<file path="config.mk">
export PLATFORM = sky130hd
export DESIGN_NAME = stage_memory_access
export DESIGN_NICKNAME = d
export VERILOG_FILES = /design/src/rtl/mem_pkg.sv /design/src/rtl/load_align_extend.sv /design/src/rtl/stage_memory_access.sv
export SDC_FILE = /design/constraint.sdc
export NUM_CORES = 1
export LEC_CHECK = 0
export ABC_CLOCK_PERIOD_IN_PS = 3600
export CORE_UTILIZATION = 46
export DETAILED_ROUTE_END_ITERATION = 10
export PLACE_DENSITY = 0.86
export SLEW_MARGIN = 20
export SYNTH_ARGS = -nofsm -noshare
export SYNTH_HDL_FRONTEND = slang
export SYNTH_HIERARCHICAL = 1
export SYNTH_SLANG_ARGS = --single-unit
</file>
<file path="constraint.sdc">
create_clock -name clk -period 3.6 [get_ports clk]
set_clock_uncertainty 0.15 [all_clocks]
set_input_delay 0.72 -clock clk [delete_from_list [all_inputs] [get_ports clk]]
set_output_delay 0.72 -clock clk [all_outputs]
set_load 0.005 [all_outputs]
</file>
<file path="src/rtl/mem_pkg.sv">
// ---------------------------------------------------------------------------
// mem_pkg
// Shared definitions for the MEM pipeline stage:
//   - funct3 encodings for load/store size and signedness
//   - mem_state_t, the access sequencer states
//   - small helpers that turn (funct3, address, data) into alignment,
//     byte-strobe and lane-replicated store data
// No ports; imported by stage_memory_access and load_align_extend.
// ---------------------------------------------------------------------------
package mem_pkg;

  localparam logic [2:0] F3_B  = 3'b000;
  localparam logic [2:0] F3_H  = 3'b001;
  localparam logic [2:0] F3_W  = 3'b010;
  localparam logic [2:0] F3_BU = 3'b100;
  localparam logic [2:0] F3_HU = 3'b101;

  typedef enum logic [1:0] {
    IDLE = 2'd0,
    REQ  = 2'd1,
    WAIT = 2'd2,
    DONE = 2'd3
  } mem_state_t;

  // funct3[1:0] carries the access size (00 byte, 01 half, 1x word);
  // funct3[2] only selects zero extension and never affects alignment.
  function automatic logic is_misaligned(input logic [2:0] f3, input logic [1:0] addr_lo);
    case (f3[1:0])
      2'b00:   return 1'b0;
      2'b01:   return addr_lo[0];
      default: return (addr_lo != 2'b00);
    endcase
  endfunction

  // Byte enables for a store, positioned at the addressed lane.
  function automatic logic [3:0] store_strobe(input logic [2:0] f3, input logic [1:0] addr_lo);
    case (f3[1:0])
      2'b00:   return 4'b0001 << addr_lo;
      2'b01:   return 4'b0011 << addr_lo;
      default: return 4'b1111;
    endcase
  endfunction

  // Store data is replicated into every lane so the memory only needs the
  // strobes to pick the right bytes.
  function automatic logic [31:0] store_lanes(input logic [2:0] f3, input logic [31:0] data);
    case (f3[1:0])
      2'b00:   return {4{data[7:0]}};
      2'b01:   return {2{data[15:0]}};
      default: return data;
    endcase
  endfunction

endpackage

</file>
<file path="src/rtl/load_align_extend.sv">
// ---------------------------------------------------------------------------
// load_align_extend
// Purely combinational load formatter: picks the addressed byte or halfword
// out of a 32-bit memory word and sign- or zero-extends it per funct3.
// Ports:
//   i_word     in  32  word returned by the data memory
//   i_addr_lo  in   2  byte offset within the word
//   i_funct3   in   3  access size/sign (B, H, W, BU, HU)
//   o_data     out 32  aligned, extended load result
// ---------------------------------------------------------------------------
module load_align_extend
  import mem_pkg::*;
(
  input  logic [31:0] i_word,
  input  logic [1:0]  i_addr_lo,
  input  logic [2:0]  i_funct3,
  output logic [31:0] o_data
);

  logic [31:0] w_shifted;
  logic [7:0]  w_byte;
  logic [15:0] w_half;

  // Shift the addressed lane down to bit 0, then extend from there.
  always_comb begin
    w_shifted = i_word >> {i_addr_lo, 3'b000};
    w_byte    = w_shifted[7:0];
    w_half    = w_shifted[15:0];
    case (i_funct3)
      F3_B:    o_data = {{24{w_byte[7]}}, w_byte};
      F3_BU:   o_data = {24'h000000, w_byte};
      F3_H:    o_data = {{16{w_half[15]}}, w_half};
      F3_HU:   o_data = {16'h0000, w_half};
      default: o_data = i_word;
    endcase
  end

endmodule

</file>
<file path="src/rtl/stage_memory_access.sv">
// ---------------------------------------------------------------------------
// stage_memory_access
// MEM pipeline stage. Turns a load/store from the EX/MEM register into a
// valid/ready request plus one-cycle response on the data memory port,
// stalls the pipe while the access is outstanding and hands aligned,
// extended load data to MEM/WB. Non-memory instructions pass straight
// through with no added latency.
// Parameters:
//   TIMEOUT_CYCLES  cycles allowed in REQ+WAIT before the access is aborted
// Ports:
//   clk, reset (async, active-low)
//   in_alu_out, in_mem_in_data, in_funct3, in_mem_read, in_mem_write,
//   in_rd, in_mem_to_reg, in_write_enable          EX/MEM register contents
//   mem_req_valid/ready/addr/we/wdata/wstrb         request channel
//   mem_resp_valid, mem_resp_rdata                  response channel
//   out_stall                                       freeze upstream stages
//   out_read_data, out_alu_out, out_rd,
//   out_mem_to_reg, out_write_enable                to MEM/WB
//   out_misaligned, out_bus_error                   access faults
// ---------------------------------------------------------------------------
module stage_memory_access
  import mem_pkg::*;
#(
  parameter int TIMEOUT_CYCLES = 255
)
(
  input  logic        clk,
  input  logic        reset,
  input  logic [31:0] in_alu_out,
  input  logic [31:0] in_mem_in_data,
  input  logic [2:0]  in_funct3,
  input  logic        in_mem_read,
  input  logic        in_mem_write,
  input  logic [4:0]  in_rd,
  input  logic        in_mem_to_reg,
  input  logic        in_write_enable,
  output logic        mem_req_valid,
  input  logic        mem_req_ready,
  output logic [31:0] mem_req_addr,
  output logic        mem_req_we,
  output logic [31:0] mem_req_wdata,
  output logic [3:0]  mem_req_wstrb,
  input  logic        mem_resp_valid,
  input  logic [31:0] mem_resp_rdata,
  output logic        out_stall,
  output logic [31:0] out_read_data,
  output logic [31:0] out_alu_out,
  output logic [4:0]  out_rd,
  output logic        out_mem_to_reg,
  output logic        out_write_enable,
  output logic        out_misaligned,
  output logic        out_bus_error
);

  localparam int CW = $clog2(TIMEOUT_CYCLES + 1);

  mem_state_t  r_state;
  logic [CW-1:0] r_timer;
  logic [31:0] r_rdata;
  logic        r_bus_error;
  logic [31:0] r_req_addr;
  logic        r_req_we;
  logic [31:0] r_req_wdata;
  logic [3:0]  r_req_wstrb;

  logic        w_access;
  logic        w_is_load;
  logic        w_misaligned;
  logic        w_go;
  logic        w_timer_expired;
  logic [31:0] w_load_data;

  // A read wins when both read and write are set, so the access is a store
  // only when mem_read is low.
  assign w_access        = in_mem_read | in_mem_write;
  assign w_is_load       = in_mem_read;
  assign w_misaligned    = is_misaligned(in_funct3, in_alu_out[1:0]);
  assign w_go            = w_access & ~w_misaligned;
  assign w_timer_expired = (r_timer == CW'(TIMEOUT_CYCLES - 1));

  // Access sequencer. Request fields are latched on leaving IDLE so they
  // stay stable for the whole handshake. The timer counts cycles spent in
  // REQ+WAIT; a response arriving on the final allowed WAIT cycle still
  // completes normally, otherwise the expiring cycle aborts to DONE.
  always_ff @(posedge clk or negedge reset) begin
    if (!reset) begin
      r_state     <= IDLE;
      r_timer     <= '0;
      r_rdata     <= '0;
      r_bus_error <= 1'b0;
      r_req_addr  <= '0;
      r_req_we    <= 1'b0;
      r_req_wdata <= '0;
      r_req_wstrb <= '0;
    end else begin
      case (r_state)
        IDLE: begin
          r_timer     <= '0;
          r_bus_error <= 1'b0;
          if (w_go) begin
            r_state     <= REQ;
            r_req_addr  <= {in_alu_out[31:2], 2'b00};
            r_req_we    <= ~w_is_load;
            r_req_wdata <= w_is_load ? 32'h0 : store_lanes(in_funct3, in_mem_in_data);
            r_req_wstrb <= w_is_load ? 4'h0 : store_strobe(in_funct3, in_alu_out[1:0]);
          end
        end
        REQ: begin
          if (w_timer_expired) begin
            r_state     <= DONE;
            r_bus_error <= 1'b1;
            r_timer     <= '0;
          end else begin
            r_timer <= r_timer + CW'(1);
            if (mem_req_ready) begin
              r_state <= WAIT;
            end
          end
        end
        WAIT: begin
          if (mem_resp_valid) begin
            r_state <= DONE;
            r_timer <= '0;
            if (!r_req_we) begin
              r_rdata <= mem_resp_rdata;
            end
          end else if (w_timer_expired) begin
            r_state     <= DONE;
            r_bus_error <= 1'b1;
            r_timer     <= '0;
          end else begin
            r_timer <= r_timer + CW'(1);
          end
        end
        DONE: begin
          r_state     <= IDLE;
          r_timer     <= '0;
          r_bus_error <= 1'b0;
        end
        default: begin
          r_state <= IDLE;
        end
      endcase
    end
  end

  load_align_extend u_align (
    .i_word    (r_rdata),
    .i_addr_lo (in_alu_out[1:0]),
    .i_funct3  (in_funct3),
    .o_data    (w_load_data)
  );

  assign mem_req_valid = (r_state == REQ);
  assign mem_req_addr  = r_req_addr;
  assign mem_req_we    = r_req_we;
  assign mem_req_wdata = r_req_wdata;
  assign mem_req_wstrb = r_req_wstrb;

  // Stall and misalignment are qualified by reset so that a pending access
  // sitting in EX/MEM cannot hold the pipe while the stage is in reset.
  assign out_stall      = reset & w_go & (r_state != DONE);
  assign out_misaligned = reset & (r_state == IDLE) & w_access & w_misaligned;
  assign out_bus_error  = r_bus_error;
  assign out_read_data  = w_load_data;

  assign out_alu_out      = in_alu_out;
  assign out_rd           = in_rd;
  assign out_mem_to_reg   = in_mem_to_reg;
  assign out_write_enable = in_write_enable & ~out_misaligned & ~r_bus_error;

endmodule
</file>
Yosys cells after proc, flatten, opt, wreduce, memory -nomap -nowiden

Index checks and enable logic that the tools add are counted.

Register bits after elaboration: 110
Input bits: 112
Output and inout bits: 144
Logic and storage cells: 65

Add/subtract/negate cells: 1
Equality and inequality tests: 13
Shifts and indexed selects: 3
Mux-type cells: 18
Bitwise gates (word level): 14
Reduce and logical (&&, ||, !) cells: 8

Operator list:

| operator                                                          | count |
|---|---|
| 32-bit case mux with 4 select lines                               | 1 |
| 32-bit case mux with 2 select lines                               | 1 |
| 32-bit 2-to-1 mux                                                 | 1 |
| 32-bit by 5-bit >> shifter with 16-bit output                     | 1 |
| 8-bit case mux with 3 select lines                                | 1 |
| 8-bit 2-to-1 mux                                                  | 2 |
| 2-bit 2-to-1 mux                                                  | 5 |
| 8-bit by 1-bit adder with 8-bit output, second input constant     | 1 |
| 1-bit bitwise AND                                                 | 8 |
| 8-bit == test, second input constant                              | 1 |
| 2-bit case mux with 4 select lines                                | 1 |
| 4-bit case mux with 2 select lines                                | 1 |
| 3-bit == test, second input constant                              | 2 |
| 2-bit inequality test, second input constant                      | 3 |
| 3-bit AND reduction                                               | 2 |
| 1-bit NOT                                                         | 5 |
| 2-bit by 1-bit == test with 1-bit output, second input constant   | 2 |
| 2-bit == test, second input constant                              | 2 |
| 2-bit zero test                                                   | 2 |
| 4-bit 2-to-1 mux                                                  | 1 |
| 1-bit by 2-bit << shifter with 4-bit output, first input constant | 1 |
| 2-bit by 2-bit << shifter with 4-bit output, first input constant | 1 |
| 3-bit by 1-bit == test with 1-bit output, second input constant   | 1 |
| 3-bit zero test                                                   | 1 |
| other kinds (9)                                                   | 10 |

Depth between registers and ports, before layout

Depth in word-level cells: 7
Mapped depth: 7
Mapped depth without buffers: 6

Cells and area by module

The synthesis kept the hierarchy.

Modules (own cells, without submodules):

| module              | times used | cells an instance | area an instance (µm²) | seq. area each (µm²) |
|---|---|---|---|---|
| stage_memory_access | 1          | 429               | 5154.9                 | 2752.6 |
| load_align_extend   | 1          | 111               | 715.7                  | 0.0 |

Worst setup path before layout

OpenSTA, ideal clock, no wires.

Kind: input to output
Start point: input in_alu_out[0]
End point: output out_read_data[20]
Arrival: 1831 ps
Data required time: 2730 ps
Path slack: 899 ps
Stages: 5
Buffers on the path: 2
Path through: buf_6 -> mux4_2 -> o211ai_4 -> buf_6 -> o21ai_0

Word-level cells in the longest chain between the ends: 2

Ends and longest elaborated chain:

| what                                          | line                      | source |
|---|---|---|
| start, declared                               | stage_memory_access.sv:29 | `input logic [31:0] in_alu_out,` |
| 32-bit by 5-bit >> shifter with 16-bit output | load_align_extend.sv:26   | `w_shifted = i_word >> {i_addr_lo, 3'b000};` |
| 32-bit case mux with 4 select lines           | load_align_extend.sv:29   | `case (i_funct3)` |
| end, declared                                 | stage_memory_access.sv:46 | `output logic [31:0] out_read_data,` |

Every way passes these cells.

Worst setup path in the final report

Start point: input in_funct3[0]
End point: output out_read_data[13]

Word-level cells in the longest chain between the ends: 2
Elaborated cells on any way between the ends: 5
Classes of those cells: eq/ne (3); mux (1); reduce/logical (1)

Ends and longest elaborated chain:

| what                                        | line                      | source |
|---|---|---|
| start, declared                             | stage_memory_access.sv:31 | `input logic [2:0] in_funct3,` |
| 3-bit == test, or another cell as far along | load_align_extend.sv:29   |  |
| 32-bit case mux with 4 select lines *       | load_align_extend.sv:29   |  |

Every way passes the cells marked *; elsewhere a longest branch is shown, timed or not.

==> key figures <==
Place
  • Placed cell count: 900
  • Post-DP HPWL: around 12000 µm
  • Number of port buffers: 241
  • GPL Wtd Cong: 0.870
  • Place WS: -0.0165 ns

Floorplanning
  • Vert. Die Dim: between 100 and 150 µm
  • Die area: ~0.013 mm²
  • I/O pins: roughly 260
  • # rows: 40
  • Starting density of the core: slightly below 50%
  • Core ar.: roughly 0.012 mm²
  • Die W: roughly 110 µm

Hold path
  • Worst hold-check path type: in -> async

Route
  • DRT iter0 DRCs: ~240
  • Vias/cell: ~5.3
  • Routed Antenna Nets: 0
  • DR top layer: met4
  • Detailed-route via count: between 4000 and 5000
  • Met2 wire length: between 8000 and 9000 µm
  • Wire length per cell: 17.9 µm
  • Metal-1 WL: between 6000 and 7000 µm
  • Final wirelength: 16400 µm
  • 1st-pass router iterations: 6
  • Wire length on met3: 1120 µm
  • DRC Markers: 0

Flow run
  • Max_cap viols: 0

Yosys
  • Asr flop ratio synth: 100%
  • Number of synthesized register bits: 110
  • Synthesized cell area: about 0.006 mm²
  • Avg Inst Size Synth: approximately 11 µm²
  • Top post-synthesis cells by area: dfrtp_1, mux2_2, buf_4
  • Synth cell types: 50
  • Cell count after synthesis: 540
  • Top cell type's share of synthesized area: between 40% and 50%
  • Ys Warns: 6
  • Main synth FF type: dfrtp_1
  • Sequential area share after synthesis: between 40% and 50%
  • Largest area contributor in the netlist: dfrtp_1
  • Number of synthesized flops with an enable pin: 0

Pwr
  • Tot Pwr: about 6000 µW
  • Peak supply drop: between 0.3 and 0.4 mV
  • Pwr dens: approximately 690 mW/mm²
  • P_leak: 0.00363 µW

STA
  • Final Hold Vio Count: 0
  • Fin Setup TNS: 0 ns
  • Max Slew Vio Count: 0
  • F_max: just under 0.3 GHz
  • Tightest Pin Transition: around 0.94 ns
  • Final WS setup: around 0.18 ns
  • RSZ-0062 raised after global routing: false
  • Slew headroom: between 30% and 40%
  • Final Cycle Share: a little over nine tenths
  • Final setup violating endpoints: 0
  • Final min period: approximately 3.4 ns

Worst setup path
  • Crit path DAT: 2.55 ns
  • Startpoint Class: input port
  • Critical Path RT: 2.73 ns
  • CP max FO: 7
  • Kind of critical path: in -> out
  • Crit end category: output pin

Clocking
  • Clock Path Buffers: 2
  • Num Clock Sinks: 110
  • Setup repair bufs after CTS: 0
  • CTS Buf Count: 9
  • CTS tree: built
  • Clk slew on worst S/H paths: ~0.070 ns
  • Root Driver: clkbuf_16
  • Skew-Pair Late Insertion Delay: between 0.3 and 0.4 ns
  • Htree depth: 3

Layout
  • Non-Filler Instances: around 920
  • Area growth, synth to finish: 45.2%
  • Diode count: 0
  • Util after Layout: between 60% and 70%
  • Layout cells sized above 1: 17.4%
  • Total Nets Final: approximately 860

Global routing
  • Global-route wire length before repair: approximately 26000 µm
  • GRT Util Overall: ~25%
  • Vias in the first global route: around 5000
  • Grt ovf: 0
  • Initial antenna violation count: 0
  • Largest net degree at the start of global routing: 77

Run status
  • Status: completed
==> kinds of logic (layout without fill, tap and decap cells) <==
logic type	Yosys count	after routing	share of synthesized area (%)
compound gates	108	108	13.9
xor+xnor	6	6	0.895
fa+ha+maj	8	8	1.71
buf+inv	82	289	9.06
flops	110	110	46.9
mux	98	98	18.4
other cells	1	2	0.0639
simple gates	127	127	9.16
==> final timing paths <==
kind	startpoint	endpoint	slack, ns	depth (start not counted)
worst min-delay path	reset	mem_req_wdata[3]	0.08	1
max in group asynchronous	reset	mem_req_wdata[31]	2.02	2
min in group clk	mem_req_wdata[19]	mem_req_wdata[19]	0.33	2
worst max-delay path	in_funct3[0]	out_read_data[13]	0.18	4
worst max register to register	r_state[0]	r_rdata[24]	1.37	5
worst min register to register	mem_req_wdata[19]	mem_req_wdata[19]	0.33	2
==> cells in the final DEF (no fill, tap or decap), types with 19 or more instances in the layout <==
master	count
clkdlybuf4s50_1	235
nand2_1	74
o21ai_0	26
nor2_1	27
mux2_2	66
o31ai_1	21
buf_4	19
mux2i_1	29
dfrtp_1	110
==> worst max-delay path, stage by stage <==
cell	delay, ns
clkdlybuf4s50_1	0.59
inv_1	0.19
o311ai_0	0.45
clkdlybuf4s50_1	0.60
==> stage by stage <==
step                cell area, µm²  hold slack (ns)
floorplan                     5870            0.274
global placement              8210            0.312
detailed placement            8210            0.317
CTS                           8510           0.0736
global route                  8530           0.0868
finish                        8530           0.0800
==> registers in the layout (all words and copies together) (netlist names) <==
register,count
mem_req_addr,30
r_timer,8
r_state,2
mem_req_wdata,32
mem_req_wstrb,4
r_rdata,32
mem_req_we,1
out_bus_error,1
==> timing repair <==
action,in CTS,in global routing
setup endpoints to repair,7,24
hold buffers,0,0
hold endpoints to repair,0,0
pin swaps,0,0
gates resized for setup,4,3
==> report_power, final <==
group	switching, µW	total (µW)	internal [µW]
combinational	984	2630	1640
sequential	393	2200	1800
clock	449	1020	575
total	1830	5850	4020
==> routing by layer <==
| layer | track usage, % | vias to the layer above |
|---|---|---|
| li1 | - | 2263 |
| met1 | 29.1 | 2345 |
| met3 | 6.27 | 45 |
| met2 | 43.3 | 207 |
| met4 | 14.3 | 0 |
| met5 | 0 | - |
==> cells in the mapped netlist, types with 4 or more instances <==
| master | instances |
|---|---|
| inv_1 | 9 |
| a22oi_1 | 6 |
| buf_2 | 11 |
| mux2_2 | 66 |
| xnor2_1 | 4 |
| nand3_1 | 4 |
| clkbuf_1 | 11 |
| nand2b_1 | 8 |
| nor2_1 | 27 |
| ha_1 | 8 |
| nand2_1 | 74 |
| o31ai_2 | 13 |
| a21oi_1 | 13 |
| o21ai_0 | 26 |
| dfrtp_1 | 110 |
| o31ai_1 | 21 |
| nor2b_1 | 4 |
| buf_6 | 6 |
| a221oi_1 | 4 |
| buf_4 | 44 |
| mux2i_1 | 29 |
| o21ai_1 | 6 |
==> layout make-up <==
class                   instances  area (µm²)
fillers                       946        3690
multi-input cells             349        2610
repair buffers                264        2620
well taps                     168         210
flip-flops and latches        110        2750
clock inverters                 4        45.0
inverters                       9        33.8
clock buffers                  12         256
No activity file was read; power rests on OpenSTA's default activity.
